==> config.mk <==
export PLATFORM = sky130hd
export DESIGN_NAME = run_ctrl
export DESIGN_NICKNAME = d
export VERILOG_FILES = /design/src/rtl/run_ctrl_pkg.sv /design/src/rtl/run_ctrl_bp_match.sv /design/src/rtl/run_ctrl.sv
export SDC_FILE = /design/constraint.sdc
export NUM_CORES = 1
export LEC_CHECK = 0
export CAP_MARGIN = 20
export CORE_MARGIN = 1
export CORE_UTILIZATION = 55
export CTS_CLUSTER_SIZE = 8
export DETAILED_ROUTE_END_ITERATION = 7
export GPL_ROUTABILITY_DRIVEN = 0
export GPL_TIMING_DRIVEN = 0
export PLACE_DENSITY = 0.84
export SLEW_MARGIN = 20
export SYNTH_ARGS = -nofsm -noshare
export SYNTH_HDL_FRONTEND = slang
export SYNTH_SLANG_ARGS = --single-unit
==> constraint.sdc <==
create_clock -name clk -period 3.76 [get_ports clk]
set_input_delay 0.376 -clock clk [delete_from_list [all_inputs] [get_ports clk]]
set_output_delay 0.376 -clock clk [all_outputs]
set_load 0.01 [all_outputs]
==> src/rtl/run_ctrl_pkg.sv <==
// Shared definitions for the run-control sequencer: state encoding,
// default parameter values and the slot-index width helper.
package run_ctrl_pkg;

   typedef enum logic [1:0] {
      ST_INIT = 2'd0,
      ST_HALT = 2'd1,
      ST_RUN  = 2'd2,
      ST_STEP = 2'd3
   } state_t;

   localparam int DEF_PC_W     = 8;
   localparam int DEF_NUM_BP   = 2;
   localparam int DEF_CNT_W    = 16;
   localparam int DEF_RST_HOLD = 4;
   localparam int DEF_AUTO_RUN = 1;

   // A single slot still needs a one-bit index port.
   function automatic int id_width(input int n);
      return (n > 1) ? $clog2(n) : 1;
   endfunction

endpackage

==> src/rtl/run_ctrl_bp_match.sv <==
// PC breakpoint bank: slot registers, per-slot comparators and a
// lowest-index priority encoder.
module run_ctrl_bp_match #(
   parameter int PC_W   = 8,
   parameter int NUM_BP = 2,
   parameter int ID_W   = 1
) (
   input  logic            clk,
   input  logic            rst,
   input  logic            we,
   input  logic [ID_W-1:0] sel,
   input  logic [PC_W-1:0] addr,
   input  logic            valid,
   input  logic [PC_W-1:0] pc,
   output logic            match,
   output logic [ID_W-1:0] id
);

   logic [PC_W-1:0]   slot_addr [NUM_BP];
   logic [NUM_BP-1:0] slot_valid;

   always_ff @(posedge clk) begin
      if (rst) begin
         slot_valid <= '0;
         for (int i = 0; i < NUM_BP; i++) slot_addr[i] <= '0;
      end else if (we) begin
         for (int i = 0; i < NUM_BP; i++) begin
            if (sel == ID_W'(i)) begin
               slot_valid[i] <= valid;
               slot_addr[i]  <= addr;
            end
         end
      end
   end

   // Scan from the top down so the lowest matching slot is the last one written.
   always_comb begin
      match = 1'b0;
      id    = '0;
      for (int i = NUM_BP - 1; i >= 0; i--) begin
         if (slot_valid[i] && (slot_addr[i] == pc)) begin
            match = 1'b1;
            id    = ID_W'(i);
         end
      end
   end

endmodule

==> src/rtl/run_ctrl.sv <==
// Run-control sequencer: owns the core's commit enable and provides reset hold,
// run/halt/step, PC breakpoints and a saturating retired-instruction counter.
module run_ctrl
   import run_ctrl_pkg::*;
#(
   parameter  int PC_W     = DEF_PC_W,
   parameter  int NUM_BP   = DEF_NUM_BP,
   parameter  int CNT_W    = DEF_CNT_W,
   parameter  int RST_HOLD = DEF_RST_HOLD,
   parameter  int AUTO_RUN = DEF_AUTO_RUN,
   localparam int ID_W     = id_width(NUM_BP)
) (
   input  logic             clk,
   input  logic             rst,
   input  logic             cmd_run,
   input  logic             cmd_halt,
   input  logic             cmd_step,
   input  logic [7:0]       step_n,
   input  logic             bp_we,
   input  logic [ID_W-1:0]  bp_sel,
   input  logic [PC_W-1:0]  bp_addr,
   input  logic             bp_valid,
   input  logic [PC_W-1:0]  pc,
   output logic             cpu_en,
   output logic             halted,
   output logic             bp_hit,
   output logic [ID_W-1:0]  bp_id,
   output logic [CNT_W-1:0] retired
);

   localparam int HOLD_W = $clog2(RST_HOLD + 1);

   state_t            state, state_nx;
   logic [HOLD_W-1:0] hold_cnt;
   logic [7:0]        remaining, remaining_nx;
   logic              skip, skip_nx;
   logic              trap;
   logic              match;
   logic [ID_W-1:0]   match_id;

   run_ctrl_bp_match #(
      .PC_W   (PC_W),
      .NUM_BP (NUM_BP),
      .ID_W   (ID_W)
   ) u_bp_match (
      .clk   (clk),
      .rst   (rst),
      .we    (bp_we),
      .sel   (bp_sel),
      .addr  (bp_addr),
      .valid (bp_valid),
      .pc    (pc),
      .match (match),
      .id    (match_id)
   );

   // skip suppresses the match on the first cycle after a resume from HALT.
   always_comb begin
      state_nx     = state;
      remaining_nx = remaining;
      skip_nx      = skip;
      trap         = 1'b0;
      cpu_en       = 1'b0;
      case (state)
         ST_INIT: begin
            if (hold_cnt == HOLD_W'(RST_HOLD - 1))
               state_nx = (AUTO_RUN != 0) ? ST_RUN : ST_HALT;
         end
         ST_HALT: begin
            if (cmd_step) begin
               state_nx     = ST_STEP;
               remaining_nx = (step_n == 8'd0) ? 8'd1 : step_n;
               skip_nx      = 1'b1;
            end else if (cmd_run) begin
               state_nx = ST_RUN;
               skip_nx  = 1'b1;
            end
         end
         ST_RUN: begin
            skip_nx = 1'b0;
            trap    = match && !skip;
            cpu_en  = !trap;
            if (trap || cmd_halt) state_nx = ST_HALT;
         end
         ST_STEP: begin
            skip_nx = 1'b0;
            trap    = match && !skip;
            cpu_en  = !trap;
            if (trap || cmd_halt || (remaining == 8'd1)) begin
               state_nx     = ST_HALT;
               remaining_nx = 8'd0;
            end else begin
               remaining_nx = remaining - 8'd1;
            end
         end
         default: state_nx = ST_INIT;
      endcase
   end

   always_ff @(posedge clk) begin
      if (rst) begin
         state     <= ST_INIT;
         hold_cnt  <= '0;
         remaining <= 8'd0;
         skip      <= 1'b0;
         bp_hit    <= 1'b0;
         bp_id     <= '0;
         retired   <= '0;
      end else begin
         state     <= state_nx;
         remaining <= remaining_nx;
         skip      <= skip_nx;
         bp_hit    <= trap;
         if (state == ST_INIT) hold_cnt <= hold_cnt + HOLD_W'(1);
         if (trap) bp_id <= match_id;
         if (cpu_en && (retired != '1)) retired <= retired + CNT_W'(1);
      end
   end

   assign halted = (state == ST_HALT);

endmodule
==> results of run 1 <==
-- routing by layer --
metal / share of wire [%] / routed length [microns] / vias to the layer above
li1: - / - / 1168
met1: 44 / 2680 / 1126
met2: 49 / 2950 / 89
met3: 6.0 / 365 / 12
met4: 1.4 / 88 / 0
met5: 0 / 0 / -
-- metrics by stage --
| step | setup slack [ns] | util (%) |
|---|---|---|
| floorplan | 1.82 | - |
| global placement | 0.867 | 71.6 |
| detailed placement | 0.834 | 71.6 |
| CTS | 0.832 | 73.6 |
| global route | 0.728 | 73.6 |
| finish | 0.835 | 73.6 |
-- layout make-up --
| cell class | instances | share of cell area (%) |
|---|---|---|
| inverter | 15 | 1.71 |
| tap | 52 | 1.98 |
| sequential | 50 | 35.3 |
| buffer | 10 | 1.75 |
| multi-input combinational | 208 | 41.0 |
| timing repair buffer | 51 | 15.5 |
| clock buffer | 7 | 2.62 |
| clock inverter | 1 | 0.152 |
-- worst min-delay path: cells and delay by family (launching register included) --
kind	cells	cell delay (ns)
flops	1	0.33
buf+inv	1	0.05
compound gates	1	0.05
-- synthesized netlist by cell type, drive strengths merged (5+ instances only) --
cell type   n  area [sq um]
mux2        7          82.6
and2       11          68.8
nor4        7          43.8
a211oi      5          37.5
edfxtp     16           480
dfxtp      34           681
nor3        5          25.0
nand2      17          63.8
a21oi      10          50.1
o21ai      13          65.1
inv        14          52.6
nand3      19           100
nor2b       8          50.1
nand4      10          62.6
nor2       25          96.4
xnor2      17           149
buf         6          42.5
ha          5          62.6
-- worst paths after layout --
path	to	slack, ns
worst max register to register	retired[14]	1.61
worst max-delay path	cpu_en	0.84
worst min register to register	remaining[6]	0.48
worst min-delay path	remaining[6]	0.48
-- sequential cells by signal, indices dropped and copies added (netlist names), 2 cells and up --
name	count
u_bp_match.slot_addr	16
state	2
retired	16
hold_cnt	3
remaining	8
u_bp_match.slot_valid	2
-- layout by cell type, fill, tap and decap left out, types with 6 or more instances in the layout --
cell	netlist	layout
nor2b_1	8	8
edfxtp_1	16	16
nand2_1	17	17
dfxtp_1	34	34
nand3_1	18	18
nor4_1	7	7
o21ai_0	8	8
nor2_1	24	24
inv_1	12	12
xnor2_1	17	17
nand4_1	10	10
and2_1	11	11
a21oi_1	10	10
clkbuf_8	0	6
clkdlybuf4s50_1	0	51
-- power breakdown --
| group | switching (mW) | total, mW | internal, mW |
|---|---|---|---|
| Combinational | 0.0927 | 0.177 | 0.0842 |
| Clock | 0.171 | 0.320 | 0.149 |
| Sequential | 0.0190 | 0.608 | 0.589 |
| Total | 0.283 | 1.10 | 0.822 |
-- logic make-up after synthesis --
| family | count (synthesis) | synth area share [%] |
|---|---|---|
| AO/OA/AOI/OAI | 62 | 16.2 |
| XOR/XNOR | 17 | 5.67 |
| adder cells (fa/ha/maj) | 5 | 2.38 |
| buffers and inverters | 25 | 4.34 |
| flip-flops | 50 | 44.2 |
| multiplexers | 8 | 3.53 |
| AND/OR/NAND/NOR | 116 | 23.6 |
==> flow_summary.ini, run 1 <==
[global_route]
grt_pass1_wl_microns = 10200
gr-total-overflow = 0
grt_max_degree = 15
antenna_found_initial = 0
met1_usage_pct = 32.9
track_usage_pct = 25.8
use_met3_pct = 5.13
busiest_layer = met2
grt_use_met2_pct = 43.6
grt_pass1_vias = 2288

[setup_path]
crit_start = pc[5]
cp.required_ns = 3.38
cp_cell_sequence = clkdlybuf4s50_1, xnor2_1, nand3_1, or4_4, nand3_2, inv_2, clkdlybuf4s50_1
rr_startpoint = u_bp_match.slot_addr[0][13]
critPathMaxStageDelay_ns = 0.54
cp-end-kind = output pin
cp.depth = 7
critPathKind = in2out
crit_top_cell = clkdlybuf4s50_1
crit_buf_inv = 3
arrival_ns = 2.55
start_kind = input pin
crit_slowest_cell = or4_4
crit_family = buffers and inverters
path_max_fanout = 10
reg2regPathDepth = 7

[die]
pin_count = 52
die_y_microns = 71.1
start_util_pct = 58.7
placementRows = 24
die_w_microns = 71.1
dieArea_sq_mm = 0.00506
core_sq_mm = 0.00447

[hold_path]
hold_path.startpoint = remaining[6]
hold_class = reg2reg
hold_depth = 2

[cells_and_area]
layout-drive-gt1-share_pct = 6.73
fillers = 370
final_cells = 394
fin_area_sq_mm = 0.00329
num-nets-final = 378
n_antenna_cell = 0
syn_to_final_growth_pct = 25.4
multi_input_area_sq_mm = 0.00135
seq_area_sq_mm = 0.00116

[routing]
vias = 2395
drt_iter0_markers = 155
via_per_inst = 6.08
antenna_left = 0
routedWlPerCell_microns = 15.4
dr.pass1.iters = 7
drc_errors = 4
wl_microns = 6080

[clocking]
clockBufferDepth = 2
numCtsBuffers = 5
htreeDepth = 2
cts_tree = done
cts_resized = 0
postCtsHoldBufs = 0
postCtsSetupBuffers = 0
clk_pin_slew_ns = 0.09
cts.sinks = 50
clock_latency_ns = 0.30
clockRootBuffer = clkbuf_8

[timing]
clock_skew_ns = 0.00932
worst_slew_pin_slew_ns = 0.855
rsz0062_at_grt = no
maxSlewViolCount = 0
fin_tns_setup_ns = 0
max_slew_margin_pct = 42.5
max_freq_mhz = 342
layout_min_cycle_time_ns = 2.92
whs_ns = 0.481
finalSetupViolations = 0
hold_viol = 0
period_share_pct = 77.8

[yosys]
ys_ff_latch = 50
ys_seq_area_share_pct = 44.2
synth_area_per_cell_sq_um = 9.28
synthCells = 283
yosysWarnings = 0
synthArstFlopShare_pct = 0
synth_area_sq_mm = 0.00263
synthFlopType = dfxtp_1
ys_types = 53
syn_nets = 320
synth_edf_count = 16

[flow_run]
cap_viol_max_count = 0

[placement]
dpl.hpwl_microns = 4620
port_buffers = 51
dp_cells = 386
placed_cell_area_sq_mm = 0.00320

[pwr]
cellLeakagePower_nw = 1.18
irDropWorstVdd_mv = 0.289
powerDensity_mw_per_mm2 = 335
finalPower_mw = 1.10

[status]
violations = design-rule violations
status = finished, violations left
(Power assumes the default switching activity.)
==> run 2: changes to the inputs <==
Settings changed: CORE_UTILIZATION 55 to 51, PLACE_DENSITY 0.84 to 0.79.
Clock period 3.76 ns to 2.7 ns, I/O delays scaled along.
==> run 2 against run 1 <==
The run now ends clean. Largest power group unchanged. Highest routed layer unchanged. Utilization down 2.6 points. Critical path depth did not move. Die area grew 7.6%. Final cell count increased by 4.1%. Clock power increased by 65%. Critical path type unchanged. Combinational power increased by 52%. Register-to-register slack worse by 1.0 ns. Routed wire length up 8.0%. First-iteration DRC count is 7.7% higher.
==> flow_summary.ini, run 2 (synthesis results as in run 1) <==
[clocking]
clk_pin_slew_ns = 0.09
cts.sinks = 50
clockRootBuffer = clkbuf_8
postCtsHoldBufs = 0
htreeDepth = 2
numCtsBuffers = 5
cts_tree = done
clock_latency_ns = 0.31
clockBufferDepth = 2

[timing]
max_slew_margin_pct = 45.9
layout_min_cycle_time_ns = 2.57
hold_viol = 0
clock_skew_ns = 0.00483
maxSlewViolCount = 0
rsz0062_at_grt = no
finalSetupViolations = 0
max_freq_mhz = 389
whs_ns = 0.482
worst_slew_pin_slew_ns = 0.804
period_share_pct = 95.1

[cells_and_area]
num-nets-final = 379
final_cell_mix = clkdlybuf4s50_1, dfxtp_1, nor2_1
top_regs = retired x16, u_bp_match.slot_addr x16, remaining x8
n_antenna_cell = 0
fin_util_pct = 71.0
final_cells = 410
seq_area_sq_mm = 0.00116
layout-drive-gt1-share_pct = 10.2
multi_input_area_sq_mm = 0.00145
mostFrequentLayoutCell = clkdlybuf4s50_1
syn_to_final_growth_pct = 31.1
fillers = 385
fin_area_sq_mm = 0.00344

[die]
placementRows = 25
die_y_microns = 73.8
die_w_microns = 73.8
start_util_pct = 54.2
pin_count = 52
core_sq_mm = 0.00485
dieArea_sq_mm = 0.00544

[global_route]
grt_pass1_wl_microns = 10400
grt_pass1_vias = 2246
gr-total-overflow = 0
grt_use_met2_pct = 41.4
antenna_found_initial = 0
track_usage_pct = 25.5
busiest_layer = met2
met1_usage_pct = 33.8
grt_max_degree = 16
use_met3_pct = 5.35

[setup_path]
start_kind = input pin
critPathKind = in2out
arrival_ns = 2.30
cp-end-kind = output pin
path_max_fanout = 4
cp.required_ns = 2.43

[routing]
wl_microns = 6570
drt_iter0_markers = 167
via_per_inst = 5.87
routedWlPerCell_microns = 16.0
antenna_left = 0
vias = 2405
drc_errors = 0
dr.pass1.iters = 5

[pwr]
cellLeakagePower_nw = 1.29
irDropWorstVdd_mv = 0.364
powerDensity_mw_per_mm2 = 479
finalPower_mw = 1.65

[placement]
placed_cell_area_sq_mm = 0.00322
dp_cells = 401
dpl.hpwl_microns = 4700
port_buffers = 51

[status]
status = finished, final reports clean

[hold_path]
hold_class = reg2reg

[flow_run]
cap_viol_max_count = 0
==> run 2: cell types whose count changed in the layout (fill, tap and decap cells not counted), moves of 4 or more <==
cell | before | now
dlymetal6s2s_1 | 0 | 4
xnor2_1 | 17 | 5
clkdlybuf4s50_1 | 51 | 47
xnor2_2 | 0 | 12
==> run 2: routing by layer <==
layer	up-vias	wire length, microns	part of all wire, %
met1	1129	2840	43
li1	1164	-	-
met2	98	3170	48
met3	14	431	6.6
met5	-	0	0
met4	0	126	1.9
==> run 2: cell type report <==
type / count / area share, %
multi-input combinational: 208 / 42.1
sequential: 50 / 33.7
timing repair buffer: 52 / 15.3
tap: 67 / 2.44
clock buffer: 6 / 2.11
buffer: 10 / 1.67
inverter: 15 / 1.64
clock inverter: 2 / 0.981
==> run 2: final timing paths <==
check                                           startpoint            to  slack, ns  cells after the start
worst max-delay path                                 pc[7]        cpu_en       0.13                      7
worst min register to register                remaining[3]  remaining[3]       0.48                      2
worst max register to register  u_bp_match.slot_addr[0][6]    retired[2]       0.60                      8
worst min-delay path                          remaining[3]  remaining[3]       0.48                      2
==> run 2: worst max-delay path, cell delays in order <==
cell,delay (ns)
clkdlybuf4s50_1,0.47
xnor2_1,0.27
nand4_1,0.16
or4_4,0.47
nand3_4,0.11
inv_2,0.06
clkdlybuf4s50_1,0.48
==> run 2: what timing repair did <==
item / in CTS / in global routing
endpoints found under the setup margin: 1 / 1
gates resized for setup: 1 / 16
pin swaps: 0 / 3
buffers inserted: 0 / 1
==> run 2: report_power, final <==
part	internal [mW]	switching, mW
Combinational	0.133	0.136
Clock	0.274	0.253
Sequential	0.820	0.0318
==> run 2: stage by stage <==
step	setup slack (ns)	TNS, ns
5_1_grt	0.0415	0
3_3_place_gp	-0.0520	-0.0520
3_5_place_dp	-0.0479	-0.0479
4_1_cts	0.0123	0
6_report	0.131	0
2_1_floorplan	0.767	0
